## config.mk

```make
export PLATFORM = sky130hd
export DESIGN_NAME = muldiv_unit
export DESIGN_NICKNAME = d
export VERILOG_FILES = /design/src/rtl/muldiv_unit.sv
export SDC_FILE = /design/constraint.sdc
export NUM_CORES = 1
export LEC_CHECK = 0
export BUFFER_PORTS_ARGS = -buffer_cell sky130_fd_sc_hd__buf_2
export CORE_UTILIZATION = 42
export DETAILED_ROUTE_END_ITERATION = 16
export HOLD_SLACK_MARGIN = 0.12
export PLACE_DENSITY = 0.64
export SYNTH_ARGS = -nofsm -noshare
export SYNTH_HDL_FRONTEND = slang
export SYNTH_SLANG_ARGS = --single-unit
```

## constraint.sdc

```tcl
create_clock -name clk -period 5.26 [get_ports clk]
set_clock_uncertainty 0.2 [all_clocks]
set_input_delay 1.315 -clock clk [delete_from_list [all_inputs] [get_ports clk]]
set_output_delay 1.315 -clock clk [all_outputs]
set_load 0.02 [all_outputs]
```

## src/rtl/muldiv_unit.sv

```systemverilog
// muldiv_unit: iterative signed/unsigned multiply and divide
// with architecturally visible HI/LO result registers.
module muldiv_unit #(
    parameter int WIDTH = 32
) (
    input  logic             clk,
    input  logic             reset,
    input  logic             start,
    input  logic [2:0]       op,
    input  logic [WIDTH-1:0] a,
    input  logic [WIDTH-1:0] b,
    input  logic             flush,
    output logic             busy,
    output logic             done,
    output logic [WIDTH-1:0] hi,
    output logic [WIDTH-1:0] lo
);

    localparam int CW = $clog2(WIDTH);
    localparam logic [CW-1:0] LAST = CW'(WIDTH - 1);

    typedef enum logic [1:0] {
        IDLE,
        CALC,
        FIX
    } state_t;

    state_t state;
    state_t state_n;

    logic [CW-1:0]      cnt;
    logic               is_div;
    logic               neg_q;
    logic               neg_r;
    logic               div_zero;
    logic [WIDTH-1:0]   a_raw;
    logic [WIDTH-1:0]   mag_a;
    logic [WIDTH-1:0]   mag_b;
    logic [WIDTH-1:0]   quot;
    logic [WIDTH-1:0]   rem;
    logic [2*WIDTH-1:0] prod;

    logic             take;
    logic             sgn;
    logic             a_neg;
    logic             b_neg;
    logic [WIDTH-1:0] a_mag;
    logic [WIDTH-1:0] b_mag;

    assign take  = (state == IDLE) && start && !flush;
    assign sgn   = ~op[0];
    assign a_neg = sgn & a[WIDTH-1];
    assign b_neg = sgn & b[WIDTH-1];
    assign a_mag = a_neg ? -a : a;
    assign b_mag = b_neg ? -b : b;

    logic [WIDTH:0]     add_sum;
    logic [WIDTH:0]     shifted;
    logic [WIDTH:0]     diff;
    logic [2*WIDTH-1:0] prod_step;
    logic [2*WIDTH-1:0] prod_fix;
    logic [WIDTH-1:0]   rem_step;
    logic [WIDTH-1:0]   quot_step;
    logic [WIDTH-1:0]   quot_fix;
    logic [WIDTH-1:0]   rem_fix;

    assign add_sum = {1'b0, prod[2*WIDTH-1:WIDTH]}
                   + (prod[0] ? {1'b0, mag_a} : '0);
    assign prod_step = {add_sum, prod[WIDTH-1:1]};

    // Bit WIDTH of diff is the borrow: set when shifted < divisor.
    assign shifted   = {rem, quot[WIDTH-1]};
    assign diff      = shifted - {1'b0, mag_b};
    assign rem_step  = diff[WIDTH] ? shifted[WIDTH-1:0] : diff[WIDTH-1:0];
    assign quot_step = {quot[WIDTH-2:0], ~diff[WIDTH]};

    assign prod_fix = neg_q ? -prod : prod;
    assign quot_fix = neg_q ? -quot : quot;
    assign rem_fix  = neg_r ? -rem : rem;

    assign busy = (state != IDLE);

    always_ff @(posedge clk) begin
        if (reset) begin
            state <= IDLE;
        end else begin
            state <= state_n;
        end
    end

    always_comb begin
        state_n = state;
        unique case (state)
            IDLE: begin
                if (take && !op[2]) begin
                    state_n = CALC;
                end
            end
            CALC: begin
                if (flush) begin
                    state_n = IDLE;
                end else if (cnt == LAST) begin
                    state_n = FIX;
                end
            end
            FIX: begin
                state_n = IDLE;
            end
            default: begin
                state_n = IDLE;
            end
        endcase
    end

    always_ff @(posedge clk) begin
        if (reset) begin
            hi       <= '0;
            lo       <= '0;
            done     <= 1'b0;
            cnt      <= '0;
            is_div   <= 1'b0;
            neg_q    <= 1'b0;
            neg_r    <= 1'b0;
            div_zero <= 1'b0;
            a_raw    <= '0;
            mag_a    <= '0;
            mag_b    <= '0;
            quot     <= '0;
            rem      <= '0;
            prod     <= '0;
        end else begin
            done <= 1'b0;
            unique case (state)
                IDLE: begin
                    if (take) begin
                        unique case (1'b1)
                            !op[2]: begin
                                cnt      <= '0;
                                is_div   <= op[1];
                                neg_q    <= a_neg ^ b_neg;
                                neg_r    <= a_neg;
                                div_zero <= (b == '0);
                                a_raw    <= a;
                                mag_a    <= a_mag;
                                mag_b    <= b_mag;
                                quot     <= a_mag;
                                rem      <= '0;
                                prod     <= {{WIDTH{1'b0}}, b_mag};
                            end
                            (op == 3'd4): hi <= a;
                            (op == 3'd5): lo <= a;
                            default: ;
                        endcase
                    end
                end
                CALC: begin
                    cnt  <= cnt + 1'b1;
                    prod <= prod_step;
                    rem  <= rem_step;
                    quot <= quot_step;
                end
                FIX: begin
                    if (!flush) begin
                        done <= 1'b1;
                        if (!is_div) begin
                            hi <= prod_fix[2*WIDTH-1:WIDTH];
                            lo <= prod_fix[WIDTH-1:0];
                        end else if (div_zero) begin
                            hi <= a_raw;
                            lo <= '1;
                        end else begin
                            hi <= rem_fix;
                            lo <= quot_fix;
                        end
                    end
                end
                default: ;
            endcase
        end
    end

endmodule

```

# --- Word-level counts from Yosys, hierarchy flattened ---
# Cells that the tools add are included.
op_classes:
  add_sub_neg: 8
  eq_ne: 12
  muxes: 36
  n_bitwise: 7
  reduce_logical: 16
ops:
  columns: ["operator", "n"]
  rows:
  - ["$mux W32", 20]
  - ["$pmux W32 S2", 4]
  - ["$mux W64", 3]
  - ["$neg A32 Y32", 4]
  - ["$pmux W64 S2", 1]
  - ["$neg A64 Y64", 1]
  - ["$add A32 B32 Y33", 1]
  - ["$sub A33 B32 Y33", 1]
  - ["$logic_not A32 Y1", 1]
  - ["$mux W5", 2]
  - ["$pmux W5 S2", 1]
  - ["$reduce_and A4 Y1", 2]
  - ["$eq A3 B3 Y1 const B", 2]
  - ["$mux W2", 3]
  - ["$ne A2 B1 Y1 const B", 3]
  - ["$ne A2 B2 Y1 const B", 3]
  - ["$reduce_and A3 Y1", 2]
  - ["$reduce_bool A2 Y1", 3]
  - ["$add A5 B1 Y5 const B", 1]
  - ["$eq A5 B5 Y1 const B", 1]
  - ["$not A1 Y1", 4]
  - ["$pmux W2 S2", 1]
  - ["$logic_and A1 B1 Y1", 3]
  - ["$ne A3 B3 Y1 const B", 1]
  - ["9 further kinds", 11]
totals:
  register_bits: 300
  input_bits: 71
  out_inout_bits: 66
  wordCells: 94

# --- Depth between registers and ports, before layout ---
logic_depth:
  ltp_word: 6
  mapped_depth: 15
  depth_no_buf: 13

# --- Least setup slack after synthesis ---
# No wires, ideal clock.
synth_timing:
  path_kind: "input to register"
  from: "in a[2]"
  to: "reg quot[28]"
  setup_ns: 0.128
  arrival_ns: 3.649
  t_required_ns: 4.932
  slack_ns: 1.283
  stages: 10
  n_path_buf: 1
  cell_sequence: "clkbuf_1 or3_1 or3b_2 nor4_1 nand2_1 o31ai_1 xor2_1 a21oi_1 a21oi_1 nor2_1"
synth_between:
  elab_chain_len: 5
synth_rtl:
  columns: ["element", "line", "source"]
  rows:
  - ["start, declared", "10", "input logic [WIDTH-1:0] a,"]
  - ["$neg A32 Y32", "54", "assign a_mag = a_neg ? -a : a;"]
  - ["$mux W32", "54", null]
  - ["$mux W32", "136", "unique case (1'b1)"]
  - ["$mux W32", "135", "if (take) begin"]
  - ["$pmux W32 S2", "133", "unique case (state)"]
  - ["end signal, assigned", "146", "quot <= a_mag;"]
  - ["end signal, assigned", "160", "quot <= quot_step;"]
  - ["end, declared", "39", "logic [WIDTH-1:0] quot;"]
# Every way passes these cells. The select of a mux whose other input is x is not followed.
# A chain may end at the register's enable or synchronous reset.

# --- Final worst setup path ---
layout_timing:
  from: "reg prod[1]"
  to: "reg hi[24]"
layout_between:
  elab_chain_len: 5
layout_rtl:
  columns: ["element", "line", "source"]
  rows:
  - ["start, declared", "41", "logic [2*WIDTH-1:0] prod;"]
  - ["start signal, assigned", "148", "prod <= {{WIDTH{1'b0}}, b_mag};"]
  - ["start signal, assigned", "158", "prod <= prod_step;"]
  - ["$neg A64 Y64", "77", "assign prod_fix = neg_q ? -prod : prod;"]
  - ["$mux W64", "77", null]
  - ["$mux W32", "165", "if (!is_div) begin"]
  - ["$mux W32", "163", "if (!flush) begin"]
  - ["$pmux W32 S2", "133", null]
  - ["end signal, assigned", "166", "hi <= prod_fix[2*WIDTH-1:WIDTH];"]
  - ["end signal, assigned", "169", "hi <= a_raw;"]
  - ["end signal, assigned", "172", "hi <= rem_fix;"]
  - ["end, declared", "15", "output logic [WIDTH-1:0] hi,"]
# Every way passes these cells. The select of a mux whose other input is x is not followed.

==> results_dict.tcl <==
set metrics [dict create \
    run_status "finished, final reports clean" \
    worst_skew_pair.late_latency_ns 0.56 \
    firstDrtPassIters 5 \
    ctsRootBufferMaster "clkbuf_16" \
    crit_required_ns 5.51 \
    ys_seq_area_share_pct 30.28 \
    cts_buffers 38 \
    quantity_of_hold_fixing_buffers_added_after_cts 0 \
    actual_slew_at_the_worst_max_slew_pin_ns 1.122 \
    worstPathMaxFanout 6 \
    post_route_cells_drive_above_1_share_pct 10.23 \
    post-route-min-period_ns 4.169 \
    first_global_vias 18430 \
    cts_tree "done" \
    syn_nets 2744 \
    synth-edff-count 0 \
    cp-startpoint "prod[1]$_SDFFE_PP0P_" \
    combPwrFrac_pct 21.5 \
    io_buffers 136 \
    first_pass_grt_wire_length_um 111100 \
    rsz0062_at_grt "no" \
    total_power_mw 6.555 \
    grt_util_all_layers_pct 30.31 \
    layout.cells.most_common "dfxtp_1" \
    route.detailed.vias_per_inst 6.140 \
    ctsHtreeMaxLevel 2 \
    maxSlewViolCount 0 \
    fin_crit_sh_pct 79.26 \
    leakagePower_nw 8.873 \
    yosys_register_bits 299 \
    dr.first_iter.drc_count 2124 \
    vdd_drop_max_mv 0.2471 \
    post_synth.cell_area_avg_um2 7.602 \
    power_frac_seq_pct 37.2 \
    design.die.area_mm2 0.04793 \
    ant_nets 0 \
    gp_congestion 0.9838 \
    finalHoldViolCount 0 \
    internal_power_mw 4.506 \
    power.net_switching_mw 2.049 \
    clockPowerShare_pct 41.3 \
    boundaryPins 137 \
    synth-warning-count 0 \
    pwr_density_cell_mw_per_mm2 296.2 \
    routed-via-count 20010 \
    synth_cells 2600 \
    core_area_mm2 0.04646 \
    critPathCaptureType "flip-flop" \
    core.rowCount 79 \
    max_cap_violations 0 \
    power_switching_share_pct 31.26 \
    routed_wirelength_um 74290 \
    min_path_type "flip-flop to flip-flop" \
    post-route-util_pct 47.64 \
    hold_depth 2 \
    clock_path_buffers 3 \
    ctsResizeCount 0 \
    initial_utilization_pct 42.55 \
    syn_area_mm2 0.01977 \
    worst_hold_startpoint "mag_a[30]$_SDFFE_PP0P_" \
    synthArstFlopShare_pct 0 \
    grt_max_degree 150 \
    post-cts-setup-buffer-count 0 \
    data_arrival_time_of_the_worst_path_ns 4.42 \
    worst_r2r_startpoint "prod[1]$_SDFFE_PP0P_" \
    area_delta_synth_final_pct 11.97 \
    count_of_different_cell_masters_after_synthesis 78 \
    worstSetupStartpointType "flip-flop" \
    worst_hold_slack_ns 0.2422 \
    remaining_drc_errors 0 \
    r2r_cells 11 \
    die_height_um 218.9 \
    fp.dieW_um 218.9 \
    fin_setup_tns_ns 0 \
    fmax_mhz 239.9 \
    report.final.setup_viol 0 \
    route.detailed.wl_per_inst_um 22.79 \
    nFillCells 4645 \
    grt-ovfl-total 0 \
    post-dp-hpwl_um 55470 \
    cts.clk_slew.worst_paths_ns 0.05 \
    synth_ff_type "dfxtp_1" \
    remaining_max_slew_budget_at_the_tightest_pin_pct 25.22 \
    mostFrequentLayoutCells "dfxtp_1, nand2_1, nor2_1, a21oi_1, o21ai_0" \
    antenna_found_initial 1 \
    final_nets 2768 \
    timing.setup.critical_path_class "flip-flop to flip-flop" \
    cts.sink_count 299 \
]
metal layers:
metal / up-vias / global-route usage, % / share of wire [%]
li1: 9457 / - / -
met1: 9546 / 39.96 / 42
met2: 821 / 48.63 / 46
met3: 186 / 4.421 / 6.9
met4: 0 / 14.03 / 4.8
met5: - / 0 / 0
sequential cells by signal (all words and copies together), names as in the netlist:
name / count
neg_r: 1
div_zero: 1
mag_a: 31
lo: 32
quot: 32
state: 2
mag_b: 32
a_raw: 32
hi: 32
cnt: 5
done: 1
rem: 32
neg_q: 1
is_div: 1
prod: 64
synthesized netlist by cell type, types with 22 or more instances:
| cell | n | area (um2) |
|---|---|---|
| dfxtp_1 | 299 | 5986 |
| nand2_1 | 292 | 1096 |
| nor2_1 | 277 | 1040 |
| a21oi_1 | 231 | 1156 |
| o21ai_0 | 169 | 845.8 |
| clkbuf_1 | 162 | 608.1 |
| xnor2_1 | 144 | 1261 |
| a211oi_1 | 101 | 758.2 |
| xor2_1 | 81 | 709.4 |
| ha_1 | 71 | 888.4 |
| inv_1 | 64 | 240.2 |
| nor3_1 | 60 | 300.3 |
| a21o_1 | 52 | 390.4 |
| o31ai_1 | 48 | 360.4 |
| mux2i_1 | 45 | 450.4 |
| or3_1 | 41 | 256.5 |
| nand3_1 | 35 | 175.2 |
| and2_1 | 34 | 212.7 |
| a22oi_1 | 31 | 232.7 |
| o41ai_1 | 25 | 219.0 |
| or4_1 | 25 | 187.7 |
| nand2b_1 | 23 | 143.9 |
| o221ai_1 | 22 | 192.7 |
area by class of cell:
cell class                 instances  area (um2)  area share, %
multi-input combinational       2053       12890          58.26
timing repair buffer             168       979.7          4.426
tap                              607       759.5          3.432
antenna                            2       5.005        0.02261
sequential                       299        5989          27.06
clock inverter                    15       192.7         0.8706
inverter                          64       240.2          1.085
clock buffer                      51        1071          4.839
critical path: stages, from the launching register on:
cell,delay (ns)
dfxtp_1,0.35
inv_1,0.08
ha_1,0.14
or3b_2,0.50
or3_1,0.43
nor4_1,0.84
nand4_1,0.46
o21ai_0,0.34
xor2_1,0.10
o21ai_0,0.24
a21oi_1,0.10
nor4_1,0.28
kinds of logic (layout without fill, tap and decap cells):
logic type               Yosys count  in the layout  share of synthesized area [%]
XOR/XNOR                         225            225                          9.970
adder cells (fa/ha/maj)           73             73                          4.697
multiplexers                      47             47                          2.393
other                              0              2                              0
flip-flops                       299            299                          30.28
buffers and inverters            248            298                          4.849
AO/OA/AOI/OAI                    824            824                          27.00
AND/OR/NAND/NOR                  884            884                          20.81
power by group through the flow:
stage | registers [mW] | clock network [mW] | logic, mW
floorplan | 2.46 | 0 | 0.988
global placement | 2.48 | 0 | 1.37
detailed placement | 2.48 | 0 | 1.38
CTS | 2.43 | 2.74 | 1.39
global route | 2.45 | 2.82 | 1.52
finish | 2.44 | 2.71 | 1.41
worst paths after layout:
path / slack [ns] / end
worst max-delay path: 1.09 / hi[24]$_SDFFE_PP0P_
worst min-delay path: 0.24 / mag_a[30]$_SDFFE_PP0P_
worst max register to register: 1.09 / hi[24]$_SDFFE_PP0P_
worst min register to register: 0.24 / mag_a[30]$_SDFFE_PP0P_
through the flow:
| step | std cells | area (um2) | setup WS (ns) |
|---|---|---|---|
| 3_3_place_gp | 3191 | 20860 | 0.8695 |
| 5_1_grt | 3258 | 22130 | 0.8821 |
| 2_1_floorplan | 2600 | 19770 | 1.283 |
| 3_5_place_dp | 3191 | 20860 | 0.8355 |
| 4_1_cts | 3257 | 22130 | 1.119 |
| 6_report | 3259 | 22130 | 1.091 |
Power figures use the tool's default switching activity.
